$ cat src/rtl/lsu_arb_pkg.sv
// Shared types for the LSU bus arbiter: FSM states, requester identities and
// the round-robin pick between the load and store ports.
package lsu_arb_pkg;

    localparam int ADDR_W = 32;
    localparam int DATA_W = 32;
    localparam int SEL_W  = 4;
    localparam int TAG_W  = 1;

    localparam logic [SEL_W-1:0] SEL_ALL = '1;

    typedef enum logic [1:0] {
        IDLE  = 2'd0,
        LOAD  = 2'd1,
        STORE = 2'd2
    } arb_state_e;

    typedef enum logic {
        REQ_LD = 1'b0,
        REQ_ST = 1'b1
    } req_e;

    // On contention the requester that was not served last wins.
    function automatic req_e rr_pick(input logic ld, input logic st, input req_e last);
        if (ld && st) begin
            return (last == REQ_LD) ? REQ_ST : REQ_LD;
        end
        return st ? REQ_ST : REQ_LD;
    endfunction

endpackage

$ cat src/rtl/lsu_bus_arbiter_if.sv
// Wishbone master bus shared by the load and store ports; the arbiter is the
// master, the interconnect/slave side uses the slave modport.
interface lsu_bus_arbiter_if;

    logic                              wb_cyc_o;
    logic                              wb_stb_o;
    logic                              wb_we_o;
    logic [lsu_arb_pkg::ADDR_W-1:0]    wb_adr_o;
    logic [lsu_arb_pkg::SEL_W-1:0]     wb_sel_o;
    logic [lsu_arb_pkg::DATA_W-1:0]    wb_dat_o;
    logic                              wb_lock_o;
    logic [lsu_arb_pkg::TAG_W-1:0]     wb_tgc_o;
    logic [lsu_arb_pkg::TAG_W-1:0]     wb_tgd_o;
    logic [lsu_arb_pkg::TAG_W-1:0]     wb_tga_o;
    logic [lsu_arb_pkg::DATA_W-1:0]    wb_dat_i;
    logic                              wb_ack_i;
    logic                              wb_err_i;
    logic                              wb_gnt_i;

    modport master (
        output wb_cyc_o, wb_stb_o, wb_we_o, wb_adr_o, wb_sel_o, wb_dat_o,
               wb_lock_o, wb_tgc_o, wb_tgd_o, wb_tga_o,
        input  wb_dat_i, wb_ack_i, wb_err_i, wb_gnt_i
    );

    modport slave (
        input  wb_cyc_o, wb_stb_o, wb_we_o, wb_adr_o, wb_sel_o, wb_dat_o,
               wb_lock_o, wb_tgc_o, wb_tgd_o, wb_tga_o,
        output wb_dat_i, wb_ack_i, wb_err_i, wb_gnt_i
    );

endinterface

$ cat src/rtl/wb_watchdog.sv
// Counts strobed bus cycles that see neither ack nor err; flags the cycle in
// which the TIMEOUT_CYCLES-th such cycle is being spent.
module wb_watchdog #(
    parameter int unsigned TIMEOUT_CYCLES = 255
) (
    input  logic clk,
    input  logic rst_i,
    input  logic clr_i,
    input  logic en_i,
    output logic expired_o
);

    localparam logic [15:0] LAST_CNT = 16'(TIMEOUT_CYCLES - 1);

    logic [15:0] cnt_q;
    logic [15:0] cnt_d;

    always_comb begin
        cnt_d = cnt_q;
        if (clr_i) begin
            cnt_d = '0;
        end else if (en_i) begin
            cnt_d = cnt_q + 16'd1;
        end
    end

    always_ff @(posedge clk) begin
        if (rst_i) begin
            cnt_q <= '0;
        end else begin
            cnt_q <= cnt_d;
        end
    end

    // cnt_q holds the strobed cycles already spent, so this one is number cnt_q+1.
    assign expired_o = en_i && (cnt_q == LAST_CNT);

endmodule

$ cat src/rtl/lsu_bus_arbiter.sv
// Arbitrates the LSU load and store ports onto one wishbone master, one
// transaction at a time, round robin on contention, with a strobe watchdog.
module lsu_bus_arbiter
    import lsu_arb_pkg::*;
#(
    parameter int unsigned TIMEOUT_CYCLES = 255
) (
    input  logic                  clk,
    input  logic                  rst_i,
    input  logic                  ld_req_i,
    input  logic [ADDR_W-1:0]     ld_addr_i,
    output logic                  ld_valid_o,
    output logic [DATA_W-1:0]     ld_rdata_o,
    output logic                  ld_err_o,
    input  logic                  st_req_i,
    input  logic [ADDR_W-1:0]     st_addr_i,
    input  logic [DATA_W-1:0]     st_data_i,
    input  logic [SEL_W-1:0]      st_sel_i,
    output logic                  st_valid_o,
    output logic                  st_err_o,
    output logic                  busy_o,
    lsu_bus_arbiter_if.master     wb_bus
);

    arb_state_e state_q;
    arb_state_e state_d;
    req_e       last_grant_q;
    req_e       last_grant_d;

    logic req_held;
    logic strobed;
    logic grant;
    logic wd_en;
    logic wd_expired;
    logic cmpl_ok;
    logic cmpl_err;

    assign req_held = (state_q == LOAD)  ? ld_req_i :
                      (state_q == STORE) ? st_req_i : 1'b0;
    assign strobed  = (state_q != IDLE) && wb_bus.wb_gnt_i;
    assign grant    = (state_q == IDLE) && (ld_req_i || st_req_i);

    // A dropped request abandons the transaction, so nothing completes without it.
    assign wd_en    = strobed && req_held && !wb_bus.wb_ack_i && !wb_bus.wb_err_i;
    assign cmpl_err = strobed && req_held && (wb_bus.wb_err_i || wd_expired);
    assign cmpl_ok  = strobed && req_held && wb_bus.wb_ack_i && !wb_bus.wb_err_i;

    wb_watchdog #(
        .TIMEOUT_CYCLES (TIMEOUT_CYCLES)
    ) u_watchdog (
        .clk       (clk),
        .rst_i     (rst_i),
        .clr_i     (grant),
        .en_i      (wd_en),
        .expired_o (wd_expired)
    );

    always_ff @(posedge clk) begin
        if (rst_i) begin
            state_q      <= IDLE;
            last_grant_q <= REQ_ST;
        end else begin
            state_q      <= state_d;
            last_grant_q <= last_grant_d;
        end
    end

    always_comb begin
        state_d      = state_q;
        last_grant_d = last_grant_q;
        case (state_q)
            IDLE: begin
                if (grant) begin
                    last_grant_d = rr_pick(ld_req_i, st_req_i, last_grant_q);
                    state_d      = (last_grant_d == REQ_ST) ? STORE : LOAD;
                end
            end
            LOAD, STORE: begin
                if (!req_held || cmpl_ok || cmpl_err) begin
                    state_d = IDLE;
                end
            end
            default: state_d = IDLE;
        endcase
    end

    // Reset masks every output combinationally so nothing leaks in the reset cycle.
    always_comb begin
        busy_o          = 1'b0;
        wb_bus.wb_cyc_o = 1'b0;
        wb_bus.wb_stb_o = 1'b0;
        wb_bus.wb_we_o  = 1'b0;
        wb_bus.wb_adr_o = '0;
        wb_bus.wb_sel_o = '0;
        wb_bus.wb_dat_o = '0;
        ld_valid_o      = 1'b0;
        ld_err_o        = 1'b0;
        ld_rdata_o      = '0;
        st_valid_o      = 1'b0;
        st_err_o        = 1'b0;
        if (!rst_i && (state_q != IDLE)) begin
            busy_o          = 1'b1;
            wb_bus.wb_cyc_o = 1'b1;
            wb_bus.wb_dat_o = st_data_i;
            wb_bus.wb_sel_o = (state_q == STORE) ? st_sel_i : SEL_ALL;
            if (wb_bus.wb_gnt_i) begin
                wb_bus.wb_stb_o = 1'b1;
                wb_bus.wb_we_o  = (state_q == STORE);
                wb_bus.wb_adr_o = (state_q == STORE) ? st_addr_i : ld_addr_i;
            end
            if (state_q == LOAD) begin
                ld_valid_o = cmpl_ok;
                ld_err_o   = cmpl_err;
                if (cmpl_ok) begin
                    ld_rdata_o = wb_bus.wb_dat_i;
                end
            end else begin
                st_valid_o = cmpl_ok;
                st_err_o   = cmpl_err;
            end
        end
    end

    assign wb_bus.wb_lock_o = 1'b0;
    assign wb_bus.wb_tgc_o  = '0;
    assign wb_bus.wb_tgd_o  = '0;
    assign wb_bus.wb_tga_o  = '0;

endmodule
$ cat src/flat_wrapper.sv
// flat-port wrapper written by rule: the top's interface ports become plain ports
module lsu_bus_arbiter_flat import lsu_arb_pkg::*;
#(
    parameter int unsigned TIMEOUT_CYCLES = 255
)
  (clk, rst_i, ld_req_i, ld_addr_i, ld_valid_o, ld_rdata_o, ld_err_o, st_req_i, st_addr_i, st_data_i, st_sel_i, st_valid_o, st_err_o, busy_o, wb_bus_wb_cyc_o, wb_bus_wb_stb_o, wb_bus_wb_we_o, wb_bus_wb_adr_o, wb_bus_wb_sel_o, wb_bus_wb_dat_o, wb_bus_wb_lock_o, wb_bus_wb_tgc_o, wb_bus_wb_tgd_o, wb_bus_wb_tga_o, wb_bus_wb_dat_i, wb_bus_wb_ack_i, wb_bus_wb_err_i, wb_bus_wb_gnt_i);
  lsu_bus_arbiter_if wb_bus_i ();
  input  logic clk;
  input  logic rst_i;
  input  logic ld_req_i;
  input  logic [ADDR_W-1:0] ld_addr_i;
  output logic ld_valid_o;
  output logic [DATA_W-1:0] ld_rdata_o;
  output logic ld_err_o;
  input  logic st_req_i;
  input  logic [ADDR_W-1:0] st_addr_i;
  input  logic [DATA_W-1:0] st_data_i;
  input  logic [SEL_W-1:0] st_sel_i;
  output logic st_valid_o;
  output logic st_err_o;
  output logic busy_o;
  output wire logic [$bits(wb_bus_i.wb_cyc_o)-1:0] wb_bus_wb_cyc_o;
  output wire logic [$bits(wb_bus_i.wb_stb_o)-1:0] wb_bus_wb_stb_o;
  output wire logic [$bits(wb_bus_i.wb_we_o)-1:0] wb_bus_wb_we_o;
  output wire logic [$bits(wb_bus_i.wb_adr_o)-1:0] wb_bus_wb_adr_o;
  output wire logic [$bits(wb_bus_i.wb_sel_o)-1:0] wb_bus_wb_sel_o;
  output wire logic [$bits(wb_bus_i.wb_dat_o)-1:0] wb_bus_wb_dat_o;
  output wire logic [$bits(wb_bus_i.wb_lock_o)-1:0] wb_bus_wb_lock_o;
  output wire logic [$bits(wb_bus_i.wb_tgc_o)-1:0] wb_bus_wb_tgc_o;
  output wire logic [$bits(wb_bus_i.wb_tgd_o)-1:0] wb_bus_wb_tgd_o;
  output wire logic [$bits(wb_bus_i.wb_tga_o)-1:0] wb_bus_wb_tga_o;
  input wire logic [$bits(wb_bus_i.wb_dat_i)-1:0] wb_bus_wb_dat_i;
  input wire logic [$bits(wb_bus_i.wb_ack_i)-1:0] wb_bus_wb_ack_i;
  input wire logic [$bits(wb_bus_i.wb_err_i)-1:0] wb_bus_wb_err_i;
  input wire logic [$bits(wb_bus_i.wb_gnt_i)-1:0] wb_bus_wb_gnt_i;
  assign wb_bus_wb_cyc_o = wb_bus_i.wb_cyc_o;
  assign wb_bus_wb_stb_o = wb_bus_i.wb_stb_o;
  assign wb_bus_wb_we_o = wb_bus_i.wb_we_o;
  assign wb_bus_wb_adr_o = wb_bus_i.wb_adr_o;
  assign wb_bus_wb_sel_o = wb_bus_i.wb_sel_o;
  assign wb_bus_wb_dat_o = wb_bus_i.wb_dat_o;
  assign wb_bus_wb_lock_o = wb_bus_i.wb_lock_o;
  assign wb_bus_wb_tgc_o = wb_bus_i.wb_tgc_o;
  assign wb_bus_wb_tgd_o = wb_bus_i.wb_tgd_o;
  assign wb_bus_wb_tga_o = wb_bus_i.wb_tga_o;
  assign wb_bus_i.wb_dat_i = wb_bus_wb_dat_i;
  assign wb_bus_i.wb_ack_i = wb_bus_wb_ack_i;
  assign wb_bus_i.wb_err_i = wb_bus_wb_err_i;
  assign wb_bus_i.wb_gnt_i = wb_bus_wb_gnt_i;
  lsu_bus_arbiter #(.TIMEOUT_CYCLES(TIMEOUT_CYCLES)) u_core (.clk(clk), .rst_i(rst_i), .ld_req_i(ld_req_i), .ld_addr_i(ld_addr_i), .ld_valid_o(ld_valid_o), .ld_rdata_o(ld_rdata_o), .ld_err_o(ld_err_o), .st_req_i(st_req_i), .st_addr_i(st_addr_i), .st_data_i(st_data_i), .st_sel_i(st_sel_i), .st_valid_o(st_valid_o), .st_err_o(st_err_o), .busy_o(busy_o), .wb_bus(wb_bus_i));
endmodule
$ cat config.mk
export PLATFORM = sky130hd
export DESIGN_NAME = lsu_bus_arbiter_flat
export DESIGN_NICKNAME = d
export VERILOG_FILES = /design/src/rtl/lsu_arb_pkg.sv /design/src/rtl/lsu_bus_arbiter_if.sv /design/src/rtl/wb_watchdog.sv /design/src/rtl/lsu_bus_arbiter.sv /design/src/flat_wrapper.sv
export SDC_FILE = /design/constraint.sdc
export NUM_CORES = 1
export LEC_CHECK = 0
export CAP_MARGIN = 5
export CELL_PAD_IN_SITES_DETAIL_PLACEMENT = 1
export CELL_PAD_IN_SITES_GLOBAL_PLACEMENT = 1
export CORE_MARGIN = 3
export CORE_UTILIZATION = 17
export DETAILED_ROUTE_END_ITERATION = 10
export PLACE_DENSITY = 0.93
export SLEW_MARGIN = 15
export SYNTH_ARGS = -nofsm -noshare
export SYNTH_HDL_FRONTEND = slang
export SYNTH_SLANG_ARGS = --single-unit
$ cat constraint.sdc
create_clock -name clk -period 2.5 [get_ports clk]
set_input_delay 0.625 -clock clk [delete_from_list [all_inputs] [get_ports clk]]
set_output_delay 0.625 -clock clk [all_outputs]
set_load 0.01 [all_outputs]
==> results.sh <==
export IMPL_outcome="finished, violations left"
export IMPL_failed_checks="negative setup slack"
export IMPL_design_power_total_mw=1.35
export IMPL_criticalPathCategory="reg2out"
export IMPL_start_util=0.178
export IMPL_rsz0062_at_grt="true"
export IMPL_timing_worst_slew_pin_value_ns=0.544
export IMPL_via_per_inst=4.45
export IMPL_worst_ep_required_time_ns=1.88
export IMPL_fin_util=0.454
export IMPL_critPathCaptureType="output port"
export IMPL_cts_tree="built"
export IMPL_drc=0
export IMPL_finalSetupViolCount=33
export IMPL_first_pass_iters=4
export IMPL_synth_commonest_cells="and2_1 (66), nor2_1 (37), mux2i_1 (32), dfxtp_1 (19), a21oi_1 (18)"
export IMPL_routability_congestion_estimate=0.831
export IMPL_start_kind="flop"
export IMPL_initialDrtViolationCount=152
export IMPL_period_needed_ns=2.62
export IMPL_grt_ovfl_total=0
export IMPL_synth_area_per_cell_um2=7.42
export IMPL_antenna_cells_inserted=0
export IMPL_finalMaxSlewViolations=0
export IMPL_yosys_cell_count_top_type="and2_1"
export IMPL_ctsRootBufferMaster="clkbuf_16"
export IMPL_pin_count_of_the_biggest_net_entering_global_routing=31
export IMPL_final_min_period_over_clock_period=1.05
export IMPL_yosysSeqAreaShare=0.174
export IMPL_clock_sinks=19
export IMPL_crit_path_frequent_cell="buf_6"
export IMPL_buffer_ports_inserted=246
export IMPL_finalWirelength_mm=14.0
export IMPL_post_synthesis_instance_area_mm2=0.00218
export IMPL_grt_pass1_vias=3590
export IMPL_place_hpwl_mm=10.9
export IMPL_worst_ep_arrival_time_ns=2.00
export IMPL_via_count=3336
export IMPL_timing_critical_path_cells="buf_6, ha_4, and3b_2, o21ai_4, nor3_4, buf_6, buf_16, and2_4, buf_6"
export IMPL_worst_path_top_cell_family_by_delay="simple AND/OR/NAND/NOR gates"
export IMPL_numCtsBuffers=3
export IMPL_cell_leakage_power_nw=2.49
export IMPL_post_synth_top_area_cell="and2_1"
export IMPL_synth_edf_count=0
export IMPL_crit_path_max_fanout=8
export IMPL_io_pins=251
export IMPL_postSynth_topFlopCell="dfxtp_1"
export IMPL_synth_largest_type_area_fraction=0.189
export IMPL_maxCapViolations=0
export IMPL_chipHeight_um=119
export IMPL_coreArea_mm2=0.0123
export IMPL_fin_ws_ns=-0.125
export IMPL_cts_htree_levels=1
export IMPL_fmax_mhz=381
export IMPL_hp_class="reg2reg"
export IMPL_final_hold_violation_count=0
export IMPL_cpPeakStageDelay_ns=0.33
export IMPL_clkSlewWorstSetupHoldPaths_ns=0.06
export IMPL_path_buf_inv=4
export IMPL_leading_cell_types_by_total_area_after_synthesis="and2_1 (19%), dfxtp_1 (17%), mux2i_1 (15%), nor2_1 (6.4%), a21oi_1 (4.1%)"
export IMPL_cts_buffer_depth=2
export IMPL_ir_worst_vdd_mv=0.202
export IMPL_row_count=40
export IMPL_ys_async_sr_fraction=0
export IMPL_final_layout_size_suffix_gt1_frac=0.284
export IMPL_yosys_warnings=0
export IMPL_synthToLayoutAreaGrowth_pct=156
export IMPL_die_width_um=119
export IMPL_antenna_found_initial=0
export IMPL_netlist_instances=294
export IMPL_tightest_slew_margin_relative_to_the_limit=0.636
export IMPL_clock_insertion_delay_worst_skew_ns=0.26
export IMPL_grt_pass1_wl_mm=20.5
export IMPL_ant_nets=0
export IMPL_synth_ff_latch_count=19
export IMPL_crit_slowest_cell="dfxtp_2"
export IMPL_wl_per_cell_um=18.7
export IMPL_synth_cell_types=52
export IMPL_finClkSkew_ns=0.00654
export IMPL_power_density_cell_area_mw_per_mm2=243
export IMPL_finalNetCount=727
export IMPL_die_area_mm2=0.0142
export IMPL_groute_usage_overall=0.181
[cell usage in the layout (no fill, tap or decap), types with 9 or more instances in the layout]
cell type	synthesis	layout
a21oi_1	18	17
and2_1	66	34
and2_4	1	33
buf_4	5	41
buf_6	2	41
clkdlybuf4s50_1	0	134
dfxtp_1	19	17
dlygate4sd2_1	0	70
inv_1	15	10
mux2i_1	32	30
nor2_1	37	37
o21ai_0	9	9
[power breakdown]
part	internal (mW)	switching, mW	leakage (nW)
sequential	0.309	0.00476	0.154
clock	0.217	0.134	0.0371
combinational	0.412	0.276	2.30
total	0.938	0.415	2.49
[state kept, by name, summed over array words and instances, names as in the netlist]
name / cells
u_core.last_grant_q: 1
u_core.state_q: 2
u_core.u_watchdog.cnt_q: 16
[worst paths after layout]
| check | from | to | slack, ns | cells after the start |
|---|---|---|---|---|
| max | u_core.state_q[0] | ld_rdata_o[16] | -0.12 | 9 |
| min | u_core.last_grant_q | u_core.last_grant_q | 0.51 | 2 |
| max reg2reg | u_core.state_q[0] | u_core.u_watchdog.cnt_q[8] | 0.37 | 10 |
| min reg2reg | u_core.last_grant_q | u_core.last_grant_q | 0.51 | 2 |
[final cells by class]
type | instances | area, um^2
multi-input cells | 240 | 1810
clock inverters | 1 | 7.51
fillers | 1459 | 6690
well taps | 168 | 210
inverters | 16 | 65.1
flip-flops and latches | 19 | 383
repair buffers | 303 | 3020
clock buffers | 3 | 75.1
[worst min-delay path, cell delays in order, from the launching register on]
cell,delay [ns]
dfxtp_1,0.33
nand2_1,0.06
o211ai_1,0.07
[per-stage QoR]
stage / instance area (um^2) / setup WS (ns) / std cells / setup TNS [ns] / hold WS, ns
after floorplan: 2190 / 0.143 / 297 / 0 / 0.454
after global placement: 5070 / -0.712 / 730 / -49.24 / 0.474
after detailed placement: 5070 / -0.759 / 730 / -53.67 / 0.498
after CTS: 5300 / -0.0762 / 743 / -1.51 / 0.506
after global routing: 5570 / -0.185 / 750 / -4.69 / 0.560
final: 5570 / -0.125 / 750 / -2.53 / 0.514
[layer usage]
| layer | GRT usage | wire length (um) |
|---|---|---|
| met1 | 0.183 | 4920 |
| met2 | 0.365 | 7850 |
| met3 | 0.0418 | 979 |
| met4 | 0.0420 | 291 |
| met5 | 0 | 0 |
[cell families (layout without fill, tap and decap cells)]
logic type	count (synthesis)	after routing	synth area share
buf+inv	38	323	0.0918
mux	32	32	0.147
simple gates	150	150	0.392
other cells	1	4	0.00172
fa+ha+maj	5	5	0.0287
flops	19	19	0.174
compound gates	47	47	0.156
xor+xnor	2	2	0.00803
[what timing repair did]
item | CTS | global route
buffers inserted | 5 | 4
resized for setup | 288 | 55
pin swaps | 12 | 29
cloned | 4 | 3
hold buffers | 0 | 0
setup endpoints to repair | 108 | 59
Power figures use the tool's default switching activity.
